**src/rtl/des_job_arbiter_if.sv**
```systemverilog
// Requester-side channel of the DES job arbiter: job request and result response.
// Ports: req_valid/req_ed_sel/req_data/req_ack (job in), resp_valid/resp_ready/resp_data/resp_err (result out).
interface des_job_arbiter_if #(
    parameter int NUM_REQ = 2
);
    logic [NUM_REQ-1:0]    req_valid;
    logic [NUM_REQ-1:0]    req_ed_sel;
    logic [64*NUM_REQ-1:0] req_data;
    logic [NUM_REQ-1:0]    req_ack;
    logic [NUM_REQ-1:0]    resp_valid;
    logic [NUM_REQ-1:0]    resp_ready;
    logic [63:0]           resp_data;
    logic                  resp_err;

    // requesters drive jobs and accept results
    modport master (
        output req_valid, req_ed_sel, req_data, resp_ready,
        input  req_ack, resp_valid, resp_data, resp_err
    );

    // the arbiter accepts jobs and returns results
    modport slave (
        input  req_valid, req_ed_sel, req_data, resp_ready,
        output req_ack, resp_valid, resp_data, resp_err
    );
endinterface

```
**src/rtl/des_job_arbiter.sv**
```systemverilog
// Round-robin scheduler sharing one DES core among NUM_REQ requesters, one job in flight.
// Ports: clk, rst (async active-high), bus (slave side of des_job_arbiter_if),
//   core_data_in/core_ready/core_ed_sel (launch), core_data_out/core_done (result),
//   busy, grant_id. Optional macro DES_ARB_TIMEOUT_EN aborts jobs after TIMEOUT_CYC.
module des_job_arbiter #(
    parameter int NUM_REQ     = 2,
    parameter int ID_W        = 1,
    parameter int TIMEOUT_CYC = 64
) (
    input  logic            clk,
    input  logic            rst,
    des_job_arbiter_if.slave bus,
    output logic [63:0]     core_data_in,
    output logic            core_ready,
    output logic            core_ed_sel,
    input  logic [63:0]     core_data_out,
    input  logic            core_done,
    output logic            busy,
    output logic [ID_W-1:0] grant_id
);

    if (NUM_REQ < 2 || NUM_REQ > 8 || ID_W != $clog2(NUM_REQ) || TIMEOUT_CYC < 1) begin : g_bad_cfg
        $error("des_job_arbiter: invalid parameter set");
    end

    typedef enum logic [1:0] {IDLE, LOAD, BUSY, RESP} state_t;

    state_t             state_q, state_d;
    logic [ID_W-1:0]    rr_q, rr_d;
    logic [ID_W-1:0]    gid_q, gid_d;
    logic [NUM_REQ-1:0] ack_q, ack_d;
    logic [NUM_REQ-1:0] rv_q, rv_d;
    logic               cr_q, cr_d;
    logic [63:0]        cdi_q, cdi_d;
    logic               ced_q, ced_d;
    logic [63:0]        rd_q, rd_d;
    logic               busy_q, busy_d;

    logic               found;
    logic [ID_W-1:0]    win;

`ifdef DES_ARB_TIMEOUT_EN
    localparam int CNT_W = $clog2(TIMEOUT_CYC + 1);
    logic [CNT_W-1:0]   cnt_q, cnt_d;
    logic               err_q, err_d;
`endif

    // Two passes give the wrap-around search: indices at or above the
    // pointer first, then the ones below it.
    always_comb begin
        found = 1'b0;
        win   = '0;
        for (int j = 0; j < NUM_REQ; j++) begin
            if (!found && bus.req_valid[j] && ID_W'(j) >= rr_q) begin
                found = 1'b1;
                win   = ID_W'(j);
            end
        end
        for (int j = 0; j < NUM_REQ; j++) begin
            if (!found && bus.req_valid[j] && ID_W'(j) < rr_q) begin
                found = 1'b1;
                win   = ID_W'(j);
            end
        end
    end

    always_comb begin
        state_d = state_q;
        rr_d    = rr_q;
        gid_d   = gid_q;
        ack_d   = '0;
        rv_d    = rv_q;
        cr_d    = 1'b0;
        cdi_d   = cdi_q;
        ced_d   = ced_q;
        rd_d    = rd_q;
`ifdef DES_ARB_TIMEOUT_EN
        cnt_d   = cnt_q;
        err_d   = err_q;
`endif
        unique case (1'b1)
            (state_q == IDLE): begin
                if (found) begin
                    state_d = LOAD;
                    gid_d   = win;
                    rr_d    = (win == ID_W'(NUM_REQ - 1)) ? '0 : win + 1'b1;
                    for (int j = 0; j < NUM_REQ; j++) begin
                        if (ID_W'(j) == win) begin
                            ack_d[j] = 1'b1;
                            cdi_d    = bus.req_data[64*j +: 64];
                            ced_d    = bus.req_ed_sel[j];
                        end
                    end
                end
            end
            (state_q == LOAD): begin
                cr_d    = 1'b1;
                state_d = BUSY;
`ifdef DES_ARB_TIMEOUT_EN
                cnt_d   = '0;
`endif
            end
            (state_q == BUSY): begin
                if (core_done) begin
                    state_d = RESP;
                    rd_d    = core_data_out;
                    for (int j = 0; j < NUM_REQ; j++) begin
                        if (ID_W'(j) == gid_q) rv_d[j] = 1'b1;
                    end
                end
`ifdef DES_ARB_TIMEOUT_EN
                else if (cnt_q == CNT_W'(TIMEOUT_CYC)) begin
                    state_d = RESP;
                    rd_d    = '0;
                    err_d   = 1'b1;
                    for (int j = 0; j < NUM_REQ; j++) begin
                        if (ID_W'(j) == gid_q) rv_d[j] = 1'b1;
                    end
                end else begin
                    cnt_d = cnt_q + 1'b1;
                end
`endif
            end
            (state_q == RESP): begin
                for (int j = 0; j < NUM_REQ; j++) begin
                    if (ID_W'(j) == gid_q && bus.resp_ready[j]) begin
                        state_d = IDLE;
                        rv_d    = '0;
`ifdef DES_ARB_TIMEOUT_EN
                        err_d   = 1'b0;
`endif
                    end
                end
            end
            default: state_d = IDLE;
        endcase
        busy_d = (state_d != IDLE);
    end

    always_ff @(posedge clk or posedge rst) begin
        if (rst) begin
            state_q <= IDLE;
            rr_q    <= '0;
            gid_q   <= '0;
            ack_q   <= '0;
            rv_q    <= '0;
            cr_q    <= 1'b0;
            cdi_q   <= '0;
            ced_q   <= 1'b0;
            rd_q    <= '0;
            busy_q  <= 1'b0;
        end else begin
            state_q <= state_d;
            rr_q    <= rr_d;
            gid_q   <= gid_d;
            ack_q   <= ack_d;
            rv_q    <= rv_d;
            cr_q    <= cr_d;
            cdi_q   <= cdi_d;
            ced_q   <= ced_d;
            rd_q    <= rd_d;
            busy_q  <= busy_d;
        end
    end

`ifdef DES_ARB_TIMEOUT_EN
    always_ff @(posedge clk or posedge rst) begin
        if (rst) begin
            cnt_q <= '0;
            err_q <= 1'b0;
        end else begin
            cnt_q <= cnt_d;
            err_q <= err_d;
        end
    end
    assign bus.resp_err = err_q;
`else
    assign bus.resp_err = 1'b0;
`endif

    assign bus.req_ack    = ack_q;
    assign bus.resp_valid = rv_q;
    assign bus.resp_data  = rd_q;
    assign core_data_in   = cdi_q;
    assign core_ready     = cr_q;
    assign core_ed_sel    = ced_q;
    assign busy           = busy_q;
    assign grant_id       = gid_q;

endmodule

```
**src/flat_wrapper.sv**
```systemverilog
// flat-port wrapper written by rule: the top's interface ports become plain ports
module des_job_arbiter_flat 
#(
    parameter int NUM_REQ     = 2,
    parameter int ID_W        = 1,
    parameter int TIMEOUT_CYC = 64
)
  (clk, rst, core_data_in, core_ready, core_ed_sel, core_data_out, core_done, busy, grant_id, bus_req_valid, bus_req_ed_sel, bus_req_data, bus_resp_ready, bus_req_ack, bus_resp_valid, bus_resp_data, bus_resp_err);
  des_job_arbiter_if #(.NUM_REQ(NUM_REQ)) bus_i ();
  input  logic clk;
  input  logic rst;
  output logic [63:0] core_data_in;
  output logic core_ready;
  output logic core_ed_sel;
  input  logic [63:0] core_data_out;
  input  logic core_done;
  output logic busy;
  output logic [ID_W-1:0] grant_id;
  input wire logic [$bits(bus_i.req_valid)-1:0] bus_req_valid;
  input wire logic [$bits(bus_i.req_ed_sel)-1:0] bus_req_ed_sel;
  input wire logic [$bits(bus_i.req_data)-1:0] bus_req_data;
  input wire logic [$bits(bus_i.resp_ready)-1:0] bus_resp_ready;
  output wire logic [$bits(bus_i.req_ack)-1:0] bus_req_ack;
  output wire logic [$bits(bus_i.resp_valid)-1:0] bus_resp_valid;
  output wire logic [$bits(bus_i.resp_data)-1:0] bus_resp_data;
  output wire logic [$bits(bus_i.resp_err)-1:0] bus_resp_err;
  assign bus_i.req_valid = bus_req_valid;
  assign bus_i.req_ed_sel = bus_req_ed_sel;
  assign bus_i.req_data = bus_req_data;
  assign bus_i.resp_ready = bus_resp_ready;
  assign bus_req_ack = bus_i.req_ack;
  assign bus_resp_valid = bus_i.resp_valid;
  assign bus_resp_data = bus_i.resp_data;
  assign bus_resp_err = bus_i.resp_err;
  des_job_arbiter #(.NUM_REQ(NUM_REQ), .ID_W(ID_W), .TIMEOUT_CYC(TIMEOUT_CYC)) u_core (.clk(clk), .rst(rst), .bus(bus_i), .core_data_in(core_data_in), .core_ready(core_ready), .core_ed_sel(core_ed_sel), .core_data_out(core_data_out), .core_done(core_done), .busy(busy), .grant_id(grant_id));
endmodule
```
**config.mk**
```make
export PLATFORM = sky130hd
export DESIGN_NAME = des_job_arbiter_flat
export DESIGN_NICKNAME = d
export VERILOG_FILES = /design/src/rtl/des_job_arbiter_if.sv /design/src/rtl/des_job_arbiter.sv /design/src/flat_wrapper.sv
export SDC_FILE = /design/constraint.sdc
export NUM_CORES = 1
export LEC_CHECK = 0
export BUFFER_PORTS_ARGS = -buffer_cell sky130_fd_sc_hd__buf_2
export CORE_MARGIN = 8
export CORE_UTILIZATION = 30
export DETAILED_ROUTE_END_ITERATION = 8
export HOLD_SLACK_MARGIN = 0.06
export PLACE_DENSITY = 0.63
export SYNTH_ARGS = -nofsm -noshare
export SYNTH_HDL_FRONTEND = slang
export SYNTH_SLANG_ARGS = --single-unit
```
**constraint.sdc**
```tcl
create_clock -name clk -period 5.8 [get_ports clk]
set_clock_uncertainty 0.15 [all_clocks]
set_input_delay 1.16 -clock clk [delete_from_list [all_inputs] [get_ports clk]]
set_output_delay 1.16 -clock clk [all_outputs]
set_load 0.005 [all_outputs]
```
==> results.yml, run 1 <==
status:
  status: "finished clean"
synth:
  yosysWarnings: 0
  muxShareOfSynthArea_pct: 12.8
  syn-num-nets: 596
  synth-seq-cells: 139
  synth_area_leaders: "dfrtp_1, mux2_2, a221o_1"
  synth_xor_xnor_area_share_pct: 0
  yosys-top-cells-count: "dfrtp_1, a221o_1, mux2_2, o21a_1, buf_2"
  synth.avg_cell_area_sq_um: 14.4
  synth_most_common_cell: "dfrtp_1"
  yosys.cell_types.count: 26
  yosysTopAreaCellShare_pct: 61.0
  synth-simple-area-share_pct: 1.34
  synth-edff-count: 0
  synth-compound-area-share_pct: 20.8
  synth_area_sq_um: 5710
  synthAdderAreaFrac_pct: 0
  yosys.area.top_type: "dfrtp_1"
  synth_top_family_by_area: "compound AO/OA/AOI/OAI gates"
  ys_seq_area_share_pct: 61.0
  synth-async-reset-ratio_pct: 100
  synth_flop_cell: "dfrtp_1"
  synth_cells: 395
clocking:
  cts_root_buffer: "clkbuf_16"
  cts-resized-gates: 0
  htree_levels: 4
  post_cts_buffers: 0
  cts_tree: "done"
  clkSinkCount: 139
  cts_buffers: 17
  postCtsHoldBufs: 0
  clock_path_buffers: 2
  worstSkewPairLatency_ns: 0.40
  path_clk_slew_ns: 0.06
timing:
  max_slew_margin_pct: 36.8
  finalSetupViolCount: 0
  post-route-min-period_ns: 2.57
  tns_ns: 0
  setup_ws_ns: 3.23
  finalHoldViolations: 0
  rsz0062_at_grt: "no"
  drv_slew: 0
  clock.fmax_mhz: 389
  worst_slew_pin_slew_ns: 0.948
  period_share_pct: 44.3
detailed_routing:
  route.detailed.drc: 0
  post_drt_wl_per_cell_um: 19.2
  vias: 4737
  via_per_inst: 4.90
  routed_wl_um: 18600
  ant_nets: 0
  drt-initial-drc-count: 216
  drtPass1Iterations: 5
global_routing:
  grt_overflow: 0
  grt_usage_pct: 15.3
  grt_max_degree: 104
  antenna_found_initial: 3
  grt_pass1_wl_um: 28500
  grt_pass1_vias: 5022
floorplanning:
  rows: 50
  start_util_pct: 30.5
  core_area_sq_um: 18700
  die_y_um: 154
  ioPinCount: 338
  dieArea_sq_um: 23700
  die_w_um: 154
run:
  maxCapViolCount: 0
layout:
  fin_nets: 918
  area_growth_syn_to_layout_pct: 42.0
  layout-drive-gt1-share_pct: 60.8
power:
  leakagePower_nw: 4.08
  vdd.ir_drop.worst_mv: 0.187
  power.density_nw_per_um2: 535
worst_setup_path:
  startpoint_type: "input pin"
  cp_cell_sequence: "buf_2, nand3b_1, buf_12, mux2_2"
  worstPathMaxFanout: 51
  cp_data_arrival_time_ns: 2.71
  crit_path_end_kind: "flip-flop"
  worstPathRequired_ns: 5.94
  crit_buf_inv: 2
  slowest_stage: "nand3b_1"
  max_stage_delay_ns: 0.69
  worstSetupPathType: "in -> reg"
  critPathTopFamily: "simple AND/OR/NAND/NOR gates"
placement:
  place.gp.congestion: 0.808
  dpl.hpwl_um: 13500
  io_buffers: 336
  pre_cts_ws_ns: 2.78
worst_hold_path:
  holdCritPathClass: "reg -> reg"
[registers in the layout, summed over array words and instances, names as in the netlist]
signal,flops
u_core.bus.resp_data,64
u_core.core_data_in,64
u_core.rr_q,1
u_core.bus.req_ack,2
u_core.core_ready,1
u_core.core_ed_sel,1
u_core.state_q,2
u_core.bus.resp_valid,2
u_core.busy,1
u_core.grant_id,1
[per-stage QoR]
step,area [sq um],utilization [%],total power [mW],hold WS [ns],cells
floorplan,5710,-,2.60,0.313,395
global route,8100,43.3,4.63,0.357,966
detailed placement,7520,40.2,3.33,0.327,932
finish,8100,43.3,4.33,0.341,966
global placement,7520,40.2,3.30,0.323,932
CTS,8090,43.3,4.41,0.343,964
[worst paths after layout]
path	start	endpoint	slack, ns	depth (start not counted)
worst max-delay path	core_done	u_core.bus.resp_data[10]$_DFFE_PP0P_	3.23	4
worst min-delay path	u_core.bus.resp_valid[0]$_DFFE_PP0P_	u_core.bus.resp_valid[0]$_DFFE_PP0P_	0.34	1
worst max register to register	u_core.state_q[0]$_DFF_PP0_	u_core.bus.resp_data[10]$_DFFE_PP0P_	3.55	3
worst min register to register	u_core.bus.resp_valid[0]$_DFFE_PP0P_	u_core.bus.resp_valid[0]$_DFFE_PP0P_	0.34	1
max in group asynchronous	rst	u_core.core_data_in[2]$_DFFE_PP0P_	3.55	3
min in group asynchronous	rst	u_core.bus.resp_data[55]$_DFFE_PP0P_	0.79	2
[where the power goes]
part	total (mW)	switching [mW]	leakage (nW)	internal, mW
clock network	1.05	0.431	0.276	0.615
logic	1.62	0.694	2.12	0.922
registers	1.67	0.232	1.69	1.44
[kinds of logic after synthesis]
group | count (synthesis)
buffers and inverters | 40
flip-flops | 139
other | 1
AND/OR/NAND/NOR | 13
multiplexers | 65
AO/OA/AOI/OAI | 137
[routing by layer]
| metal | global-route usage [%] | wire length, um |
|---|---|---|
| met1 | 18.4 | 7730 |
| met2 | 23.7 | 8800 |
| met3 | 6.67 | 1710 |
| met4 | 5.74 | 311 |
| met5 | 0 | 8 |
[cell usage in the layout, fill, tap and decap left out, types with 3 or more instances in the layout]
cell type   Yosys  layout
a221o_1        65      65
buf_4           5       4
dfrtp_1       139     139
clkbuf_16       0      17
clkinvlp_4      0       3
o21a_1         65      65
inv_6           0       4
buf_2          16     336
clkinv_2        0       4
mux2_2         65      65
[area by class of cell]
cell class                 count  area [sq um]
multi-input combinational    216          2010
antenna                        2          5.00
inverter                       2          12.5
clock buffer                  19           453
timing repair buffer         341          1730
clock inverter                13           116
fill                        1792         10600
sequential                   139          3480
tap                          234           293
No activity file was read; power rests on OpenSTA's default activity.
==> run 2, diff against run 1 <==
--- a/config.mk
+++ b/config.mk
@@ -10,7 +10,7 @@
 export CORE_UTILIZATION = 30
 export DETAILED_ROUTE_END_ITERATION = 8
 export HOLD_SLACK_MARGIN = 0.06
-export PLACE_DENSITY = 0.63
+export PLACE_DENSITY = 0.65
 export SYNTH_ARGS = -nofsm -noshare
 export SYNTH_HDL_FRONTEND = slang
 export SYNTH_SLANG_ARGS = --single-unit
==> constraint.sdc (replaced) <==
create_clock -name clk -period 2.2 [get_ports clk]
set_clock_uncertainty 0.15 [all_clocks]
set_input_delay 0.44 -clock clk [delete_from_list [all_inputs] [get_ports clk]]
set_output_delay 0.44 -clock clk [all_outputs]
set_load 0.005 [all_outputs]
==> results.yml, run 2 (synthesis results as in run 1) <==
detailed_routing:
  vias: 4728
  via_per_inst: 4.87
  route.detailed.drc: 0
  ant_nets: 0
  drt-initial-drc-count: 200
  drtPass1Iterations: 4
  routed_wl_um: 18300
  post_drt_wl_per_cell_um: 18.8
clocking:
  cts_tree: "done"
  htree_levels: 4
  clkSinkCount: 139
  cts_buffers: 17
  worstSkewPairLatency_ns: 0.40
  path_clk_slew_ns: 0.06
  cts_root_buffer: "clkbuf_16"
  clock_path_buffers: 2
  post_cts_buffers: 0
worst_setup_path:
  crit_path_end_kind: "flip-flop"
  max_stage_delay_ns: 0.43
  cp_cell_sequence: "or2_2, buf_12, o21a_1, a221o_1"
  critPathTopFamily: "compound AO/OA/AOI/OAI gates"
  crit_buf_inv: 1
  cp_data_arrival_time_ns: 1.93
  slowest_stage: "dfrtp_1"
  startpoint_type: "flip-flop"
  worstSetupPathType: "reg -> reg"
  worstPathMaxFanout: 65
  worstPathRequired_ns: 2.33
layout:
  multi_input_area_sq_um: 2010
  seqCellArea_sq_um: 3480
  fin_nets: 925
  area_growth_syn_to_layout_pct: 45.8
  final_common_cell: "buf_2"
  final_cell_mix: "buf_2, dfrtp_1, mux2_2, o21a_1, a221o_1"
  layout-drive-gt1-share_pct: 60.7
  antennaDiodeCount: 0
  fill_cells: 1737
timing:
  finalHoldViolations: 0
  drv_slew: 0
  clock.fmax_mhz: 557
  rsz0062_at_grt: "no"
  tns_ns: 0
  period_share_pct: 81.7
  post-route-min-period_ns: 1.80
  hold_ws_ns: 0.108
  finalSetupViolCount: 0
global_routing:
  met1_usage_pct: 17.1
  antenna_found_initial: 0
  grt_pass1_wl_um: 28400
  grt_overflow: 0
  grt_pass1_vias: 5171
  met2_usage_pct: 25.5
  grt_usage_pct: 15.2
  grt_max_degree: 66
  busiest_layer: "met2"
  met3_usage_pct: 5.89
floorplanning:
  dieArea_sq_um: 23700
  die_w_um: 154
  die_y_um: 154
  core_area_sq_um: 18700
  start_util_pct: 30.5
  ioPinCount: 338
  rows: 50
placement:
  dpl.hpwl_um: 13800
  place.gp.congestion: 0.792
  io_buffers: 336
worst_hold_path:
  holdCritPathClass: "in -> reg"
run:
  maxCapViolCount: 0
status:
  status: "finished clean"
power:
  leakagePower_nw: 4.18
  vdd.ir_drop.worst_mv: 0.510
  power.density_nw_per_um2: 1430
==> run 2: path summary, 6_finish.rpt <==
| kind | startpoint | depth (start not counted) | to | slack (ns) |
|---|---|---|---|---|
| worst max register to register | u_core.state_q[1]$_DFF_PP0_ | 4 | u_core.core_data_in[9]$_DFFE_PP0P_ | 0.40 |
| max in group asynchronous | rst | 4 | u_core.core_data_in[59]$_DFFE_PP0P_ | 0.83 |
| worst min-delay path | bus_req_data[24] | 2 | u_core.core_data_in[24]$_DFFE_PP0P_ | 0.11 |
| min in group asynchronous | rst | 3 | u_core.bus.req_ack[1]$_DFF_PP0_ | 0.48 |
| worst max-delay path | u_core.state_q[1]$_DFF_PP0_ | 4 | u_core.core_data_in[9]$_DFFE_PP0P_ | 0.40 |
| worst min register to register | u_core.bus.resp_data[27]$_DFFE_PP0P_ | 1 | u_core.bus.resp_data[27]$_DFFE_PP0P_ | 0.35 |
==> run 2: final cells by class <==
class,count,area share [%]
multi-input cells,216,24.2
repair buffers,348,22.5
clock buffers,22,5.58
well taps,234,3.52
clock inverters,10,2.27
flip-flops and latches,139,41.8
inverters,2,0.135
==> run 2: power by group <==
part	internal [mW]	switching, mW	leakage (nW)
sequential	3.80	0.633	1.69
combinational	2.50	1.83	2.18
clock	2.08	1.09	0.314
==> run 2: timing repair <==
| action | in CTS | in global routing |
|---|---|---|
| resized for setup | 0 | 0 |
| setup endpoints to repair | 0 | 0 |
| hold buffers | 1 | 0 |
| hold endpoints to repair | 14 | 0 |
==> run 2: worst reg2reg max path: cells and delay by family, from the launching register on <==
kind | cells | cell delay [ns]
compound gates | 2 | 0.58
buf+inv | 1 | 0.19
flops | 1 | 0.43
simple gates | 1 | 0.34
==> run 2: through the flow <==
stage / std cells / power (mW) / area [sq um] / setup slack (ns) / utilization (%)
CTS: 971 / 12.1 / 8320 / 0.442 / 44.5
detailed placement: 938 / 8.90 / 7660 / 0.441 / 40.9
global route: 971 / 12.7 / 8320 / 0.384 / 44.5
finish: 971 / 11.9 / 8320 / 0.403 / 44.5
global placement: 938 / 8.80 / 7660 / 0.473 / 40.9
floorplan: 395 / 6.86 / 5710 / -0.125 / -
==> run 2: metal layers <==
| metal | part of all wire [%] | vias to the layer above | wire length (um) |
|---|---|---|---|
| li1 | - | 2176 | - |
| met1 | 41 | 2297 | 7410 |
| met2 | 49 | 232 | 8930 |
| met3 | 8.7 | 23 | 1590 |
| met4 | 1.9 | 0 | 350 |
| met5 | 0 | - | 0 |
